`src/rtl/logic_unit_pkg.sv`:
```
// Shared encodings for the pipelined logic unit: gate select and reduction mode.
package logic_unit_pkg;

  localparam logic [2:0] OP_AND     = 3'd0;
  localparam logic [2:0] OP_OR      = 3'd1;
  localparam logic [2:0] OP_NOR     = 3'd2;
  localparam logic [2:0] OP_NAND    = 3'd3;
  localparam logic [2:0] OP_XOR     = 3'd4;
  localparam logic [2:0] OP_NOT     = 3'd5;
  localparam logic [2:0] OP_XNOR    = 3'd6;
  localparam logic [2:0] OP_ILLEGAL = 3'd7;

  localparam logic [1:0] RED_NONE = 2'b00;
  localparam logic [1:0] RED_AND  = 2'b01;
  localparam logic [1:0] RED_OR   = 2'b10;
  localparam logic [1:0] RED_XOR  = 2'b11;

endpackage

```
`src/rtl/logic_unit_pipe_if.sv`:
```
// Operand/result handshake bundle; slave is the logic unit, master is the producer/consumer side.
interface logic_unit_pipe_if #(parameter int WIDTH = 8);

  logic             in_valid;
  logic             in_ready;
  logic [WIDTH-1:0] a;
  logic [WIDTH-1:0] b;
  logic [2:0]       op;
  logic [1:0]       red;
  logic             out_valid;
  logic             out_ready;
  logic [WIDTH-1:0] y;
  logic             err;

  modport slave (
    input  in_valid, a, b, op, red, out_ready,
    output in_ready, out_valid, y, err
  );

  modport master (
    output in_valid, a, b, op, red, out_ready,
    input  in_ready, out_valid, y, err
  );

endinterface

```
`src/rtl/logic_unit_core.sv`:
```
// Combinational WIDTH-bit gate: applies the selected bitwise op, forcing zero for the illegal code.
import logic_unit_pkg::*;

module logic_unit_core #(
  parameter int WIDTH = 8
) (
  input  logic [WIDTH-1:0] a,
  input  logic [WIDTH-1:0] b,
  input  logic [2:0]       op,
  output logic [WIDTH-1:0] res,
  output logic             illegal
);

  assign illegal = (op == OP_ILLEGAL);

  for (genvar gi = 0; gi < WIDTH; gi++) begin : g_bit
    logic r;
    always_comb begin
      r = 1'b0;
      case (op)
        OP_AND:  r = a[gi] & b[gi];
        OP_OR:   r = a[gi] | b[gi];
        OP_NOR:  r = ~(a[gi] | b[gi]);
        OP_NAND: r = ~(a[gi] & b[gi]);
        OP_XOR:  r = a[gi] ^ b[gi];
        OP_NOT:  r = ~a[gi];
        OP_XNOR: r = ~(a[gi] ^ b[gi]);
        default: r = 1'b0;
      endcase
    end
    assign res[gi] = r;
  end

endmodule

```
`src/rtl/logic_unit_pipe.sv`:
```
// Two-stage logic unit: S1 registers the gate result, S2 applies the optional reduction.
// Both stages use skid-free valid/ready advance; a saturating counter tracks output handshakes.
import logic_unit_pkg::*;

module logic_unit_pipe #(
  parameter int WIDTH = 8,
  parameter int CNT_W = 16
) (
  input  logic               clk,
  input  logic               rst,
  logic_unit_pipe_if.slave   bus,
  output logic [CNT_W-1:0]   txn_count
);

  logic [WIDTH-1:0] core_res;
  logic             core_illegal;

  logic             s1_valid_q;
  logic [WIDTH-1:0] s1_res_q;
  logic [1:0]       s1_red_q;
  logic             s1_err_q;

  logic             s2_valid_q;
  logic [WIDTH-1:0] s2_y_q;
  logic [WIDTH-1:0] s2_y_d;
  logic             s2_err_q;

  logic [CNT_W-1:0] cnt_q;
  logic [CNT_W-1:0] cnt_d;

  logic s1_adv;
  logic s2_adv;
  logic in_xfer;
  logic out_xfer;

  logic_unit_core #(.WIDTH(WIDTH)) u_core (
    .a       (bus.a),
    .b       (bus.b),
    .op      (bus.op),
    .res     (core_res),
    .illegal (core_illegal)
  );

  assign s2_adv   = !s2_valid_q || bus.out_ready;
  assign s1_adv   = !s1_valid_q || s2_adv;
  assign in_xfer  = bus.in_valid && s1_adv;
  assign out_xfer = s2_valid_q && bus.out_ready;

  assign bus.in_ready  = s1_adv;
  assign bus.out_valid = s2_valid_q;
  assign bus.y         = s2_y_q;
  assign bus.err       = s2_err_q;
  assign txn_count     = cnt_q;

  // Reduced results occupy bit 0 only; the illegal op already delivers a zero vector to reduce.
  always_comb begin
    s2_y_d = '0;
    case (s1_red_q)
      RED_NONE: s2_y_d    = s1_res_q;
      RED_AND:  s2_y_d[0] = &s1_res_q;
      RED_OR:   s2_y_d[0] = |s1_res_q;
      RED_XOR:  s2_y_d[0] = ^s1_res_q;
      default:  s2_y_d    = s1_res_q;
    endcase
  end

  always_ff @(posedge clk or posedge rst) begin
    if (rst) begin
      s1_valid_q <= 1'b0;
      s1_res_q   <= '0;
      s1_red_q   <= RED_NONE;
      s1_err_q   <= 1'b0;
    end else if (s1_adv) begin
      s1_valid_q <= bus.in_valid;
      if (in_xfer) begin
        s1_res_q <= core_res;
        s1_red_q <= bus.red;
        s1_err_q <= core_illegal;
      end
    end
  end

  always_ff @(posedge clk or posedge rst) begin
    if (rst) begin
      s2_valid_q <= 1'b0;
      s2_y_q     <= '0;
      s2_err_q   <= 1'b0;
    end else if (s2_adv) begin
      s2_valid_q <= s1_valid_q;
      if (s1_valid_q) begin
        s2_y_q   <= s2_y_d;
        s2_err_q <= s1_err_q;
      end
    end
  end

  always_comb begin
    cnt_d = cnt_q;
    if (out_xfer && (cnt_q != '1)) begin
      cnt_d = cnt_q + 1'b1;
    end
  end

  always_ff @(posedge clk or posedge rst) begin
    if (rst) begin
      cnt_q <= '0;
    end else begin
      cnt_q <= cnt_d;
    end
  end

endmodule

```
`src/flat_wrapper.sv`:
```
// flat-port wrapper written by rule: the top's interface ports become plain ports
module logic_unit_pipe_flat 
#(
  parameter int WIDTH = 8,
  parameter int CNT_W = 16
)
  (clk, rst, txn_count, bus_in_valid, bus_a, bus_b, bus_op, bus_red, bus_out_ready, bus_in_ready, bus_out_valid, bus_y, bus_err);
  logic_unit_pipe_if #(.WIDTH(WIDTH)) bus_i ();
  input  logic clk;
  input  logic rst;
  output logic [CNT_W-1:0] txn_count;
  input wire logic [$bits(bus_i.in_valid)-1:0] bus_in_valid;
  input wire logic [$bits(bus_i.a)-1:0] bus_a;
  input wire logic [$bits(bus_i.b)-1:0] bus_b;
  input wire logic [$bits(bus_i.op)-1:0] bus_op;
  input wire logic [$bits(bus_i.red)-1:0] bus_red;
  input wire logic [$bits(bus_i.out_ready)-1:0] bus_out_ready;
  output wire logic [$bits(bus_i.in_ready)-1:0] bus_in_ready;
  output wire logic [$bits(bus_i.out_valid)-1:0] bus_out_valid;
  output wire logic [$bits(bus_i.y)-1:0] bus_y;
  output wire logic [$bits(bus_i.err)-1:0] bus_err;
  assign bus_i.in_valid = bus_in_valid;
  assign bus_i.a = bus_a;
  assign bus_i.b = bus_b;
  assign bus_i.op = bus_op;
  assign bus_i.red = bus_red;
  assign bus_i.out_ready = bus_out_ready;
  assign bus_in_ready = bus_i.in_ready;
  assign bus_out_valid = bus_i.out_valid;
  assign bus_y = bus_i.y;
  assign bus_err = bus_i.err;
  logic_unit_pipe #(.WIDTH(WIDTH), .CNT_W(CNT_W)) u_core (.clk(clk), .rst(rst), .bus(bus_i), .txn_count(txn_count));
endmodule
```
`config.mk`:
```
export PLATFORM = sky130hd
export DESIGN_NAME = logic_unit_pipe_flat
export DESIGN_NICKNAME = d
export VERILOG_FILES = /design/src/rtl/logic_unit_pkg.sv /design/src/rtl/logic_unit_pipe_if.sv /design/src/rtl/logic_unit_core.sv /design/src/rtl/logic_unit_pipe.sv /design/src/flat_wrapper.sv
export SDC_FILE = /design/constraint.sdc
export NUM_CORES = 1
export LEC_CHECK = 0
export ABC_AREA = 1
export ABC_CLOCK_PERIOD_IN_PS = 1500
export BUFFER_PORTS_ARGS = -buffer_cell sky130_fd_sc_hd__clkbuf_2
export CORE_MARGIN = 2
export CORE_UTILIZATION = 48
export CTS_CLUSTER_DIAMETER = 100
export DETAILED_ROUTE_END_ITERATION = 16
export PLACE_DENSITY = 0.7
export SETUP_SLACK_MARGIN = 0.3
export SLEW_MARGIN = 20
export SYNTH_ARGS = -nofsm -noshare
export SYNTH_HDL_FRONTEND = slang
export SYNTH_SLANG_ARGS = --single-unit
```
`constraint.sdc`:
```
create_clock -name clk -period 1.5 [get_ports clk]
set_clock_uncertainty 0.05 [all_clocks]
set_input_delay 0.3 -clock clk [delete_from_list [all_inputs] [get_ports clk]]
set_output_delay 0.3 -clock clk [all_outputs]
set_load 0.03 [all_outputs]
```
# After elaboration in Yosys (flattened, before gate mapping)
# Cells that the tools add are included.
[classes] addsub=1 eq_ne=11 muxes=10 n_bitwise=56 reduce_logical=14
[op_table] op="case mux 1 bit (7 select lines)" count=8
[op_table] op="inverter 1 bit" count=32
[op_table] op="adder 16 x 1 -> 16 bit (second input constant)" count=1
[op_table] op="!= test 16 bit (second input constant)" count=1
[op_table] op="equality test 3 bit (second input constant)" count=4
[op_table] op="AND 1 bit" count=8
[op_table] op="bitwise OR 1 bit" count=8
[op_table] op="AND reduction 8 bit" count=1
[op_table] op="OR reduction 8 bit" count=1
[op_table] op="XOR reduction 8 bit" count=1
[op_table] op="XOR 1 bit" count=8
[op_table] op="two-way mux 7 bit" count=1
[op_table] op="equality test 3 x 2 -> 1 bit (second input constant)" count=2
[op_table] op="equality test 2 bit (second input constant)" count=2
[op_table] op="case mux 1 bit (4 select lines)" count=1
[op_table] op="AND reduction 2 bit" count=2
[op_table] op="equality test 3 x 1 -> 1 bit (second input constant)" count=1
[op_table] op="logical AND 1 bit" count=3
[op_table] op="logical NOT 3 bit" count=1
[op_table] op="equality test 2 x 1 -> 1 bit (second input constant)" count=1
[op_table] op="logical NOT 1 bit" count=2
[op_table] op="logical NOT 2 bit" count=1
[op_table] op="logical OR 1 bit" count=2
[totals] reg_bits=38 in_bits=25 output_inout_bits=27 word_cells=100

# Longest topological paths before layout
# Gate-level depths: netlist of the first run.
[logic_depth] ltp_word=5 depth_mapped=11 ltp_nobuf=11

# Modules after synthesis
# A second synthesis of the first run with hierarchy kept.
[hier_totals] hier_cells=451 hier_area_um2=3041.7
[modules_own_cells] mod="logic_unit_pipe" instances=1 cells_per_inst=272 area_each_um2=2059.5 seq_area_each_um2=950.9
[modules_own_cells] mod="logic_unit_core" instances=1 cells_per_inst=179 area_each_um2=982.2 seq_area_each_um2=0.0

# Least setup slack after synthesis of the first run
# Ideal clock, no wire load.
[synth_path] path_kind="register to register" start="register u_core.cnt_q[1], in the netlist u_core.txn_count[1]" end="register u_core.cnt_q[3], in the netlist u_core.txn_count[3]" setup_time_ns=0.117 arrival_ns=1.614 required_time_ns=1.333 slack_ns=-0.282 path_stages_with_launch=10 path_buffers=1 synth_period_minus_slack_ns=1.782 path_cell_list="dfrtp_1 > ha_1 > nand3_2 > inv_2 > nand2_2 > o21ai_4 > inv_4 > buf_6 > nand2_1 > nand2_1"
[synth_via] elab_chain_len=2 elab_cells_between_ends=3 classes_between="1 x add/sub; 1 x eq/ne; 1 x reduce/logical"
[synth_lines] element="from (decl)" line="logic_unit_pipe.sv:28" source="logic [CNT_W-1:0] cnt_q;"
[synth_lines] element="from (signal assigned)" line="logic_unit_pipe.sv:108" source="cnt_q <= cnt_d;"
[synth_lines] element="parallel branches: the longest is 2 deep, another holds adder 16 x 1 -> 16 bit"
# Several ways; the timed one is not identified.
# A chain may end at the register's enable or synchronous reset.

# Final worst setup path of the first run
[layout_path] start="register u_core.cnt_q[5], in the netlist u_core.txn_count[5]" end="register u_core.cnt_q[14], in the netlist u_core.txn_count[14]"
# The elaborated chain is that of the path after synthesis.

==> impl_metrics.csv, run 1 <==
group,metric,value,unit
global_routing,grt_pass1_wl,12.74,mm
sta,min_period,1.453,ns
setup_path,critPathLaunchType,"register",
finish,diodes,0,
logic_synthesis,yosysUniqueCellTypes,25,
clock_network,path_clk_slew,0.08,ns
sta,setup_viol,0,
floorplanning,core_area,5574,um^2
finish,final_area,4274,um^2
sta,final.period_utilization,0.9687,
sta,slew_viol_final,0,
clock_network,clockBufferDepth,2,
worst_hold_path,hp-start,"bus_red[0]",
clock_network,numCtsBuffers,5,
placed_design,dpl_cell_area,3378,um^2
floorplanning,rows,27,
finish,drive_above_1_share,0.3535,
routing,num_vias,3086,
clock_network,htree_num_levels,2,
setup_path,reg2reg_slack,0.05,ns
finish,area_delta_synth_final,52.23,%
routing,first_pass_iters,4,
worst_hold_path,hold_path.class,"input port to register",
routing,viasPerCell,5.135,
sta,finalSetupTns,0,ns
global_routing,grt_max_degree,39,
global_routing,grt_usage,0.2471,
setup_path,endpoint_kind,"register",
global_routing,grt_overflow,0,
routing,drtIter0Drc,148,
power_and_ir_drop,ir_drop,605.3,uV
power_and_ir_drop,powerDensity,1008,nW/um^2
logic_synthesis,syn_inst,413,
worst_hold_path,holdPathStages,3,
floorplanning,die_area,6477,um^2
placed_design,hpwl,5.130,mm
setup_path,timing.rr.end,"u_core.txn_count[14]$_DFFE_PP0P_",
power_and_ir_drop,p_leak,2.211,nW
setup_path,cp.arrival,1.64,ns
logic_synthesis,yosys_warnings,0,
finish,final_core_util,0.7668,
clock_network,clock-sinks,38,
floorplanning,fp.dieH,80.48,um
setup_path,worstPathMaxFanout,10,
worst_hold_path,hold_end,"u_core.s1_red_q[0]$_DFFE_PP0P_",
clock_network,cts_tree,"yes",
sta,slew_headroom,0.8213,
placed_design,place_congestion,0.8797,
outcome,status,"complete, no violations",
routing,post-route-drc-count,0,
setup_path,reg2reg_depth,7,
logic_synthesis,netlist_area,2808,um^2
floorplanning,initial_core_util,0.5037,
routing,wirelength,8.100,mm
logic_synthesis,ys_ff_latch,38,
logic_synthesis,synthesis.nets,463,
clock_network,cts.root.buffer_cell,"clkbuf_8",
finish,final_nets,578,
routing,antenna_left,0,
sta,worst_slew_pin_slew,0.2670,ns
setup_path,timing.rr.start,"u_core.txn_count[5]$_DFFE_PP0P_",
setup_path,required,1.68,ns
floorplanning,ioPinCount,52,
logic_synthesis,postSynthAreaPerCell,6.798,um^2
sta,max_freq,688.2,MHz
sta,final_hold_viol_count,0,
clock_network,insertion_delay,0.29,ns
floorplanning,die-width,80.48,um
sta,rsz0062_at_grt,"yes",
logic_synthesis,synth_seq_area_share,0.3387,
global_routing,antenna_found_initial,0,
placed_design,io_buffer_count,51,
global_routing,grt_pass1_vias,2859,
flow_run,drv_cap,0,
routing,post_drt_wl_per_cell,13.48,um
setup_path,crit_type,"register to register",
-- area by class of cell --
| class | count | area (um^2) |
|---|---|---|
| fill | 377 | 1300 |
| multi-input combinational | 314 | 1807 |
| clock inverter | 3 | 40.04 |
| tap | 72 | 90.09 |
| timing repair buffer | 118 | 1095 |
| sequential | 38 | 968.4 |
| inverter | 51 | 205.2 |
| clock buffer | 5 | 68.82 |
-- through the flow --
step	setup slack, ns	hold WS, ns	power (W)	instances
final	0.04695	0.1533	0.004310	601
after global routing	-0.03331	0.1511	0.004547	601
after CTS	0.1179	0.1499	0.004047	591
after detailed placement	0.07038	0.3014	0.002716	553
after global placement	0.06667	0.2983	0.002684	553
after floorplan	-0.07796	0.2158	0.002303	413
-- Yosys cell counts --
master,n,area share
inv_1,48,0.064
o21ai_4,1,0.0058
clkbuf_1,3,0.0040
buf_6,2,0.0080
nand4_1,12,0.027
nand2_2,2,0.0045
ha_1,25,0.11
a21oi_1,1,0.0018
nor2_1,42,0.056
o21ai_0,31,0.055
nand3_1,25,0.045
o21ai_1,2,0.0036
xor2_1,1,0.0031
dfrtp_1,38,0.34
nand2_1,156,0.21
nor2_2,2,0.0045
nand3_2,2,0.0071
mux2_2,1,0.0040
o31ai_1,1,0.0027
inv_2,2,0.0027
inv_4,1,0.0022
nand3b_1,1,0.0027
xnor2_1,9,0.028
buf_2,4,0.0071
buf_4,1,0.0027
-- worst max path at each step --
stage | from | to | slack, ns | cells past startpoint
3_5_place_dp | u_core.txn_count[0]$_DFFE_PP0P_ | u_core.txn_count[5]$_DFFE_PP0P_ | 0.07 | 7
6_report | u_core.txn_count[5]$_DFFE_PP0P_ | u_core.txn_count[14]$_DFFE_PP0P_ | 0.05 | 7
3_3_place_gp | u_core.txn_count[0]$_DFFE_PP0P_ | u_core.txn_count[15]$_DFFE_PP0P_ | 0.07 | 8
4_1_cts | u_core.txn_count[0]$_DFFE_PP0P_ | u_core.txn_count[5]$_DFFE_PP0P_ | 0.12 | 7
2_1_floorplan | u_core.txn_count[0]$_DFFE_PP0P_ | u_core.txn_count[3]$_DFFE_PP0P_ | -0.08 | 9
5_1_grt | u_core.txn_count[6]$_DFFE_PP0P_ | u_core.txn_count[3]$_DFFE_PP0P_ | -0.03 | 7
-- power breakdown --
group / switching, W / internal [W]
clock network: 0.000382 / 0.000490
registers: 0.000213 / 0.00120
logic: 0.00105 / 0.000975
total: 0.00164 / 0.00267
-- critical path, stage by stage (launching register included) --
cell and delay [ns]:
dfrtp_2 0.44, nand2_2 0.10, nor2_4 0.16, nand2_4 0.07
o21ai_4 0.23, buf_6 0.20, nand2_1 0.07, nand2_1 0.07
-- cells in the final DEF, fill, tap and decap left out --
master and n:
a21oi_1 1, buf_12 1, buf_4 50, buf_6 15
buf_8 23, bufinv_16 1, clkbuf_2 24, clkbuf_8 9
clkinv_2 2, clkinvlp_4 1, dfrtp_1 24, dfrtp_2 14
dlygate4sd3_1 1, ha_1 20, ha_4 5, inv_1 37
inv_2 10, inv_4 2, inv_6 1, mux2_4 1
nand2_1 143, nand2_2 11, nand2_4 2, nand2_8 2
nand3_1 20, nand3_2 4, nand3_4 3, nand3b_1 1
nand4_1 12, nor2_1 41, nor2_2 1, nor2_4 2
o21ai_0 22, o21ai_1 10, o21ai_2 1, o21ai_4 1
o31ai_2 1, xnor2_1 9, xor2_1 1
-- state kept, by name, summed over array words and instances (netlist names) --
| register | cells |
|---|---|
| u_core.bus.err | 1 |
| u_core.bus.out_valid | 1 |
| u_core.bus.y | 8 |
| u_core.s1_err_q | 1 |
| u_core.s1_red_q | 2 |
| u_core.s1_res_q | 8 |
| u_core.s1_valid_q | 1 |
| u_core.txn_count | 16 |
-- metal layers --
| metal | vias to the layer above | global-route usage | wire length, um |
|---|---|---|---|
| li1 | 1527 | - | - |
| met1 | 1411 | 0.3122 | 3422 |
| met2 | 125 | 0.4325 | 4056 |
| met3 | 23 | 0.03596 | 434 |
| met4 | 0 | 0.07797 | 187 |
| met5 | - | 0 | 0 |
-- cell families (layout without fill, tap and decap cells) --
family	count (synthesis)	in the layout	share of synthesized area
multiplexers	1	1	0.004010
XOR/XNOR	10	10	0.03120
adder cells (fa/ha/maj)	25	25	0.1114
buffers and inverters	61	177	0.09091
AND/OR/NAND/NOR	242	242	0.3547
flip-flops	38	38	0.3387
AO/OA/AOI/OAI	36	36	0.06907
-- repair_timing --
item                                    in CTS  in global routing
resized for setup                           81                 58
setup buffers                               29                 10
hold buffers                                 1                  0
pin swaps                                    4                 14
endpoints found under the setup margin      44                 57
endpoints found under the hold margin       38                  0
Note: power is estimated with default switching activity, not from simulation.
==> run 2: changes to the inputs <==
--- a/config.mk
+++ b/config.mk
@@ -9,10 +9,10 @@
 export ABC_CLOCK_PERIOD_IN_PS = 1500
 export BUFFER_PORTS_ARGS = -buffer_cell sky130_fd_sc_hd__clkbuf_2
 export CORE_MARGIN = 2
-export CORE_UTILIZATION = 48
+export CORE_UTILIZATION = 40
 export CTS_CLUSTER_DIAMETER = 100
 export DETAILED_ROUTE_END_ITERATION = 16
-export PLACE_DENSITY = 0.7
+export PLACE_DENSITY = 0.6
 export SETUP_SLACK_MARGIN = 0.3
 export SLEW_MARGIN = 20
 export SYNTH_ARGS = -nofsm -noshare
==> run 2 against run 1 <==
  * Final cell count up 4.0%
  * Fmax rose by 2.6%
  * Largest power group unchanged
  * Clock-buffer cell count up 1
  * Worst setup slack improved by 0.037 ns
  * Cell area grew 0.12%
  * Register-to-register slack improved by 0.04 ns
  * Highest routed layer unchanged
  * Routed wire length shrank 3.9%
  * Sequential share of layout area is 0.056 points lower
==> impl_metrics.csv, run 2 (synthesized netlist as in run 1, its figures left out) <==
group,metric,value,unit
sta,worst_slew_pin_slew,0.3042,ns
finish,final_nets,578,
setup_path,timing.rr.end,"u_core.txn_count[0]$_DFFE_PP0P_",
sta,rsz0062_at_grt,"yes",
global_routing,grt_usage,0.2088,
clock_network,cts.root.buffer_cell,"clkbuf_8",
power_and_ir_drop,switchingPower,0.001617,W
global_routing,grt_pass1_wl,12.90,mm
sta,final_hold_viol_count,0,
outcome,status,"complete, no violations",
finish,fillCellCount,580,
routing,wirelength,7.787,mm
routing,viasPerCell,4.763,
power_and_ir_drop,p_leak,2.196,nW
placed_design,dp_cells,571,
setup_path,crit_path_top_delay_cell,"dfrtp_1",
floorplanning,rows,30,
setup_path,reg2reg_slack,0.08,ns
setup_path,required,1.67,ns
routing,antenna_left,0,
setup_path,cp.arrival,1.59,ns
sta,slew_viol_final,0,
worst_hold_path,hold_end,"u_core.s1_red_q[0]$_DFFE_PP0P_",
sta,final.period_utilization,0.9443,
floorplanning,ioPinCount,52,
clock_network,insertion_delay,0.29,ns
floorplanning,core_area,6794,um^2
placed_design,dpl_cell_area,3363,um^2
setup_path,crit_chain,"nand2_1, nor2_2, nand2_2, o21ai_4, buf_6, nand2_1, nand2_1",
sta,setup_viol,0,
finish,drive_above_1_share,0.3478,
finish,area_delta_synth_final,52.41,%
floorplanning,die_area,7705,um^2
finish,diodes,0,
power_and_ir_drop,ir_drop,396.2,uV
clock_network,cts_tree,"yes",
placed_design,hpwl,5.353,mm
setup_path,crit_type,"register to register",
routing,post_drt_wl_per_cell,12.46,um
flow_run,drv_cap,0,
routing,post-route-drc-count,0,
placed_design,dp_slack,0.05317,ns
sta,final.setup.worst_slack,0.08359,ns
finish,largest_register_ffs,16,
floorplanning,initial_core_util,0.4133,
global_routing,grt_overflow,0,
routing,first_pass_iters,4,
setup_path,endpoint_kind,"register",
power_and_ir_drop,pwr-share-seq,0.336,
placed_design,place_congestion,0.8887,
setup_path,critPathLaunchType,"register",
global_routing,grt_max_degree,28,
finish,final_common_cell,"nand2_1",
routing,drtIter0Drc,134,
finish,final_core_util,0.6298,
clock_network,numCtsBuffers,5,
routing,num_vias,2977,
clock_network,htree_num_levels,2,
worst_hold_path,hp-start,"bus_red[0]",
finish,fin_cells,625,
sta,max_freq,706.0,MHz
setup_path,worstPathMaxFanout,8,
power_and_ir_drop,p_comb_frac,0.485,
power_and_ir_drop,p_int,0.002568,W
setup_path,slowest_delay,0.41,ns
worst_hold_path,holdPathStages,3,
finish,mostFrequentLayoutCells,"nand2_1 (147), buf_4 (50), inv_1 (39)",
clock_network,clock-sinks,38,
worst_hold_path,hold_path.class,"input port to register",
sta,min_period,1.416,ns
placed_design,io_buffer_count,51,
sta,slew_headroom,0.7968,
global_routing,grt_pass1_vias,2882,
sta,hold_ws,0.1452,ns
finish,final_area,4279,um^2
power_and_ir_drop,sw_frac_of_total,0.3864,
power_and_ir_drop,clkPwrFrac,0.179,
global_routing,antenna_found_initial,0,
setup_path,timing.rr.start,"u_core.txn_count[4]$_DFFE_PP0P_",
floorplanning,fp.dieH,87.78,um
setup_path,cpMostUsedCell,"nand2_1",
clock_network,path_clk_slew,0.08,ns
setup_path,reg2reg_depth,7,
power_and_ir_drop,powerDensity,978.2,nW/um^2
floorplanning,die-width,87.78,um
clock_network,clockBufferDepth,2,
## run 2: cell types whose count changed in the layout (fill, tap and decap cells not counted), moves of 2 or more
cell,delta
nor2_2,+3
inv_1,+2
nor2_1,-4
nand2_2,-4
nand2_1,+4
## run 2: final cells by class
| cell class | count | area (um^2) | area share |
|---|---|---|---|
| inverter | 51 | 202.7 | 0.04737 |
| clock inverter | 2 | 12.51 | 0.002924 |
| multi-input combinational | 314 | 1798 | 0.4202 |
| tap | 96 | 120.1 | 0.02807 |
| sequential | 38 | 967.2 | 0.2260 |
| timing repair buffer | 118 | 1096 | 0.2561 |
| clock buffer | 6 | 82.58 | 0.01930 |
## run 2: worst max path at each step
stage | endpoint | cells past startpoint | from
3_3_place_gp | u_core.txn_count[15]$_DFFE_PP0P_ | 7 | u_core.txn_count[2]$_DFFE_PP0P_
6_report | u_core.txn_count[0]$_DFFE_PP0P_ | 7 | u_core.txn_count[4]$_DFFE_PP0P_
2_1_floorplan | u_core.txn_count[3]$_DFFE_PP0P_ | 9 | u_core.txn_count[0]$_DFFE_PP0P_
5_1_grt | u_core.txn_count[7]$_DFFE_PP0P_ | 7 | u_core.txn_count[4]$_DFFE_PP0P_
4_1_cts | u_core.bus.y[0]$_DFFE_PP0P_ | 11 | u_core.s1_res_q[1]$_DFFE_PP0P_
3_5_place_dp | u_core.txn_count[9]$_DFFE_PP0P_ | 7 | u_core.txn_count[2]$_DFFE_PP0P_
## run 2: worst max-delay path, delay by kind of cell, from the launching register on
family          cells  cell delay [ns]
compound gates      1             0.22
simple gates        5             0.49
flops               1             0.41
buf+inv             1             0.18
## run 2: layer usage
layer | GRT usage | wire length, um
met5 | 0 | 0
met2 | 0.3857 | 4132
met4 | 0.05734 | 76
met3 | 0.03205 | 323
met1 | 0.2501 | 3254
## run 2: power by group through the flow
stage | Clock [W] | Combinational (W) | Sequential [W]
3_3_place_gp | 0 | 0.00130 | 0.00141
5_1_grt | 0.000817 | 0.00223 | 0.00142
6_report | 0.000749 | 0.00203 | 0.00141
3_5_place_dp | 0 | 0.00133 | 0.00141
4_1_cts | 0.000770 | 0.00179 | 0.00139
2_1_floorplan | 0 | 0.000685 | 0.00162
## run 2: stage by stage
step           power (W)   TNS, ns
2_1_floorplan   0.002303   -0.8119
3_3_place_gp    0.002706         0
3_5_place_dp    0.002740         0
4_1_cts         0.003945         0
5_1_grt         0.004472  -0.01746
6_report        0.004186         0
## run 2: what timing repair did
| action | CTS | global route |
|---|---|---|
| setup endpoints to repair | 44 | 60 |
| resized for setup | 75 | 61 |
| setup buffers | 32 | 13 |
| pin swaps | 3 | 8 |
| hold endpoints to repair | 11 | 0 |
| hold buffers | 1 | 0 |
==> run 3: changes to the inputs <==
--- a/config.mk
+++ b/config.mk
@@ -8,7 +8,7 @@
 export ABC_AREA = 1
 export ABC_CLOCK_PERIOD_IN_PS = 1500
 export BUFFER_PORTS_ARGS = -buffer_cell sky130_fd_sc_hd__clkbuf_2
-export CORE_MARGIN = 2
+export CORE_MARGIN = 4
 export CORE_UTILIZATION = 40
 export CTS_CLUSTER_DIAMETER = 100
 export DETAILED_ROUTE_END_ITERATION = 16
==> run 3 against run 2 <==
  * Clock power grew 1%
  * Routed wire length increased by 1.3%
  * Die area grew 9.3%
  * Largest cell class unchanged
==> impl_metrics.csv, run 3 (synthesized netlist as in run 1, its figures left out) <==
group,metric,value,unit
outcome,status,"complete, no violations",
floorplanning,core_area,6794,um^2
global_routing,grt_usage,0.1885,
placed_design,place_congestion,0.8536,
routing,drtIter0Drc,115,
finish,diodes,0,
sta,slew_headroom,0.8189,
setup_path,required,1.64,ns
routing,wl_met3,220,um
global_routing,grt_pass1_vias,2927,
global_routing,grt_pass1_wl,13.30,mm
sta,max_freq,712.0,MHz
global_routing,grt_overflow,0,
sta,worst_slew_pin_slew,0.2713,ns
routing,first_pass_iters,4,
setup_path,endpoint_kind,"register",
routing,num_vias,3004,
routing,wl_met1,3.516,mm
sta,final_hold_viol_count,0,
setup_path,critPathLaunchType,"register",
floorplanning,die_area,8424,um^2
power_and_ir_drop,p_leak,2.223,nW
clock_network,path_clk_slew,0.09,ns
placed_design,dpl_cell_area,3408,um^2
worst_hold_path,hold_path.class,"input port to register",
finish,final_nets,579,
routing,post_drt_wl_per_cell,12.60,um
flow_run,drv_cap,0,
placed_design,hpwl,5.296,mm
finish,area_delta_synth_final,55.70,%
clock_network,htree_num_levels,2,
sta,min_period,1.405,ns
floorplanning,ioPinCount,52,
routing,antenna_left,0,
routing,top_layer,"met4",
sta,slew_viol_final,0,
routing,post-route-drc-count,0,
sta,setup_viol,0,
sta,final.period_utilization,0.9363,
finish,largest_register_ffs,16,
global_routing,grt_max_degree,39,
routing,met2_wirelength,4.035,mm
finish,mostFrequentLayoutCells,"nand2_1 (135), buf_4 (50), inv_1 (39)",
global_routing,antenna_found_initial,0,
clock_network,clockBufferDepth,2,
clock_network,cts_tree,"yes",
finish,final_area,4372,um^2
finish,drive_above_1_share,0.3755,
setup_path,cp.arrival,1.55,ns
power_and_ir_drop,ir_drop,429.3,uV
placed_design,io_buffer_count,51,
routing,wirelength,7.890,mm
floorplanning,initial_core_util,0.4133,
floorplanning,rows,30,
sta,rsz0062_at_grt,"yes",
floorplanning,fp.dieH,91.78,um
setup_path,crit_type,"register to register",
power_and_ir_drop,powerDensity,966.4,nW/um^2
setup_path,worstPathMaxFanout,13,
clock_network,clock-sinks,38,
placed_design,dp_slack,0.004880,ns
sta,final.setup.worst_slack,0.09549,ns
routing,viasPerCell,4.799,
finish,final_common_cell,"nand2_1",
clock_network,numCtsBuffers,5,
floorplanning,die-width,91.78,um
clock_network,insertion_delay,0.30,ns
clock_network,cts.root.buffer_cell,"clkbuf_8",
## run 3: cell types whose count changed in the layout (fill, tap and decap cells not counted), sizes merged
cell,previous run,this run
clkinv,1,2
nand2,158,159
clkbuf,33,34
buf,90,88
## run 3: worst paths after layout
kind,startpoint,cells past startpoint,to,slack [ns]
max,u_core.txn_count[10]$_DFFE_PP0P_,7,u_core.txn_count[10]$_DFFE_PP0P_,0.1
min,bus_red[0],3,u_core.s1_red_q[0]$_DFFE_PP0P_,0.18
max reg2reg,u_core.txn_count[10]$_DFFE_PP0P_,7,u_core.txn_count[10]$_DFFE_PP0P_,0.1
min reg2reg,u_core.bus.y[5]$_DFFE_PP0P_,2,u_core.bus.y[5]$_DFFE_PP0P_,0.49
max in group asynchronous,rst,4,u_core.txn_count[3]$_DFFE_PP0P_,0.65
min in group asynchronous,rst,4,u_core.txn_count[8]$_DFFE_PP0P_,0.53
## run 3: power by group
group          leakage, nW  switching [W]  internal, W
registers            0.481       0.000204      0.00120
logic                 1.70        0.00104      0.00101
clock network       0.0472       0.000390     0.000370
total                 2.22        0.00164      0.00259
## run 3: final cells by class
type / instances / area [um^2]
Timing Repair Buffer: 117 / 1092
Sequential cell: 38 / 968.4
Timing Repair inverter: 1 / 11.26
Fill cell: 590 / 2422
Inverter: 51 / 210.2
Clock inverter: 2 / 12.51
Clock buffer: 6 / 82.58
Multi-Input combinational cell: 315 / 1874
Tap cell: 96 / 120.1
## run 3: per-stage QoR
step | hold slack [ns] | total power (W) | TNS (ns) | utilization | instances
floorplan | 0.2158 | 0.002303 | -0.8119 | - | 413
global placement | 0.3017 | 0.002751 | -0.001424 | 0.5017 | 577
detailed placement | 0.3012 | 0.002770 | 0 | 0.5017 | 577
CTS | 0.1549 | 0.003977 | 0 | 0.6007 | 613
global route | 0.1861 | 0.004503 | 0 | 0.6435 | 626
finish | 0.1756 | 0.004225 | 0 | 0.6435 | 626
## run 3: metal layers
layer | up-vias | track usage
met5 | - | 0
met1 | 1400 | 0.2362
li1 | 1531 | -
met3 | 13 | 0.02707
met2 | 60 | 0.3408
met4 | 0 | 0.04332
## run 3: timing repair
action                                 4_1_cts  5_1_grt
pin swaps                                    9       11
gates resized for setup                     85       77
cloned                                       1        2
hold buffers                                 1        0
endpoints found under the hold margin       32        0
buffers inserted                            26       11
setup endpoints to repair                   46       56
## run 3: worst max-delay path: stages, from the launching register on
cell     delay, ns
dfrtp_2       0.38
nand2_2       0.08
nor2_4        0.12
nand3_2       0.12
o21ai_4       0.26
inv_4         0.12
nand2_1       0.10
nand2_1       0.06
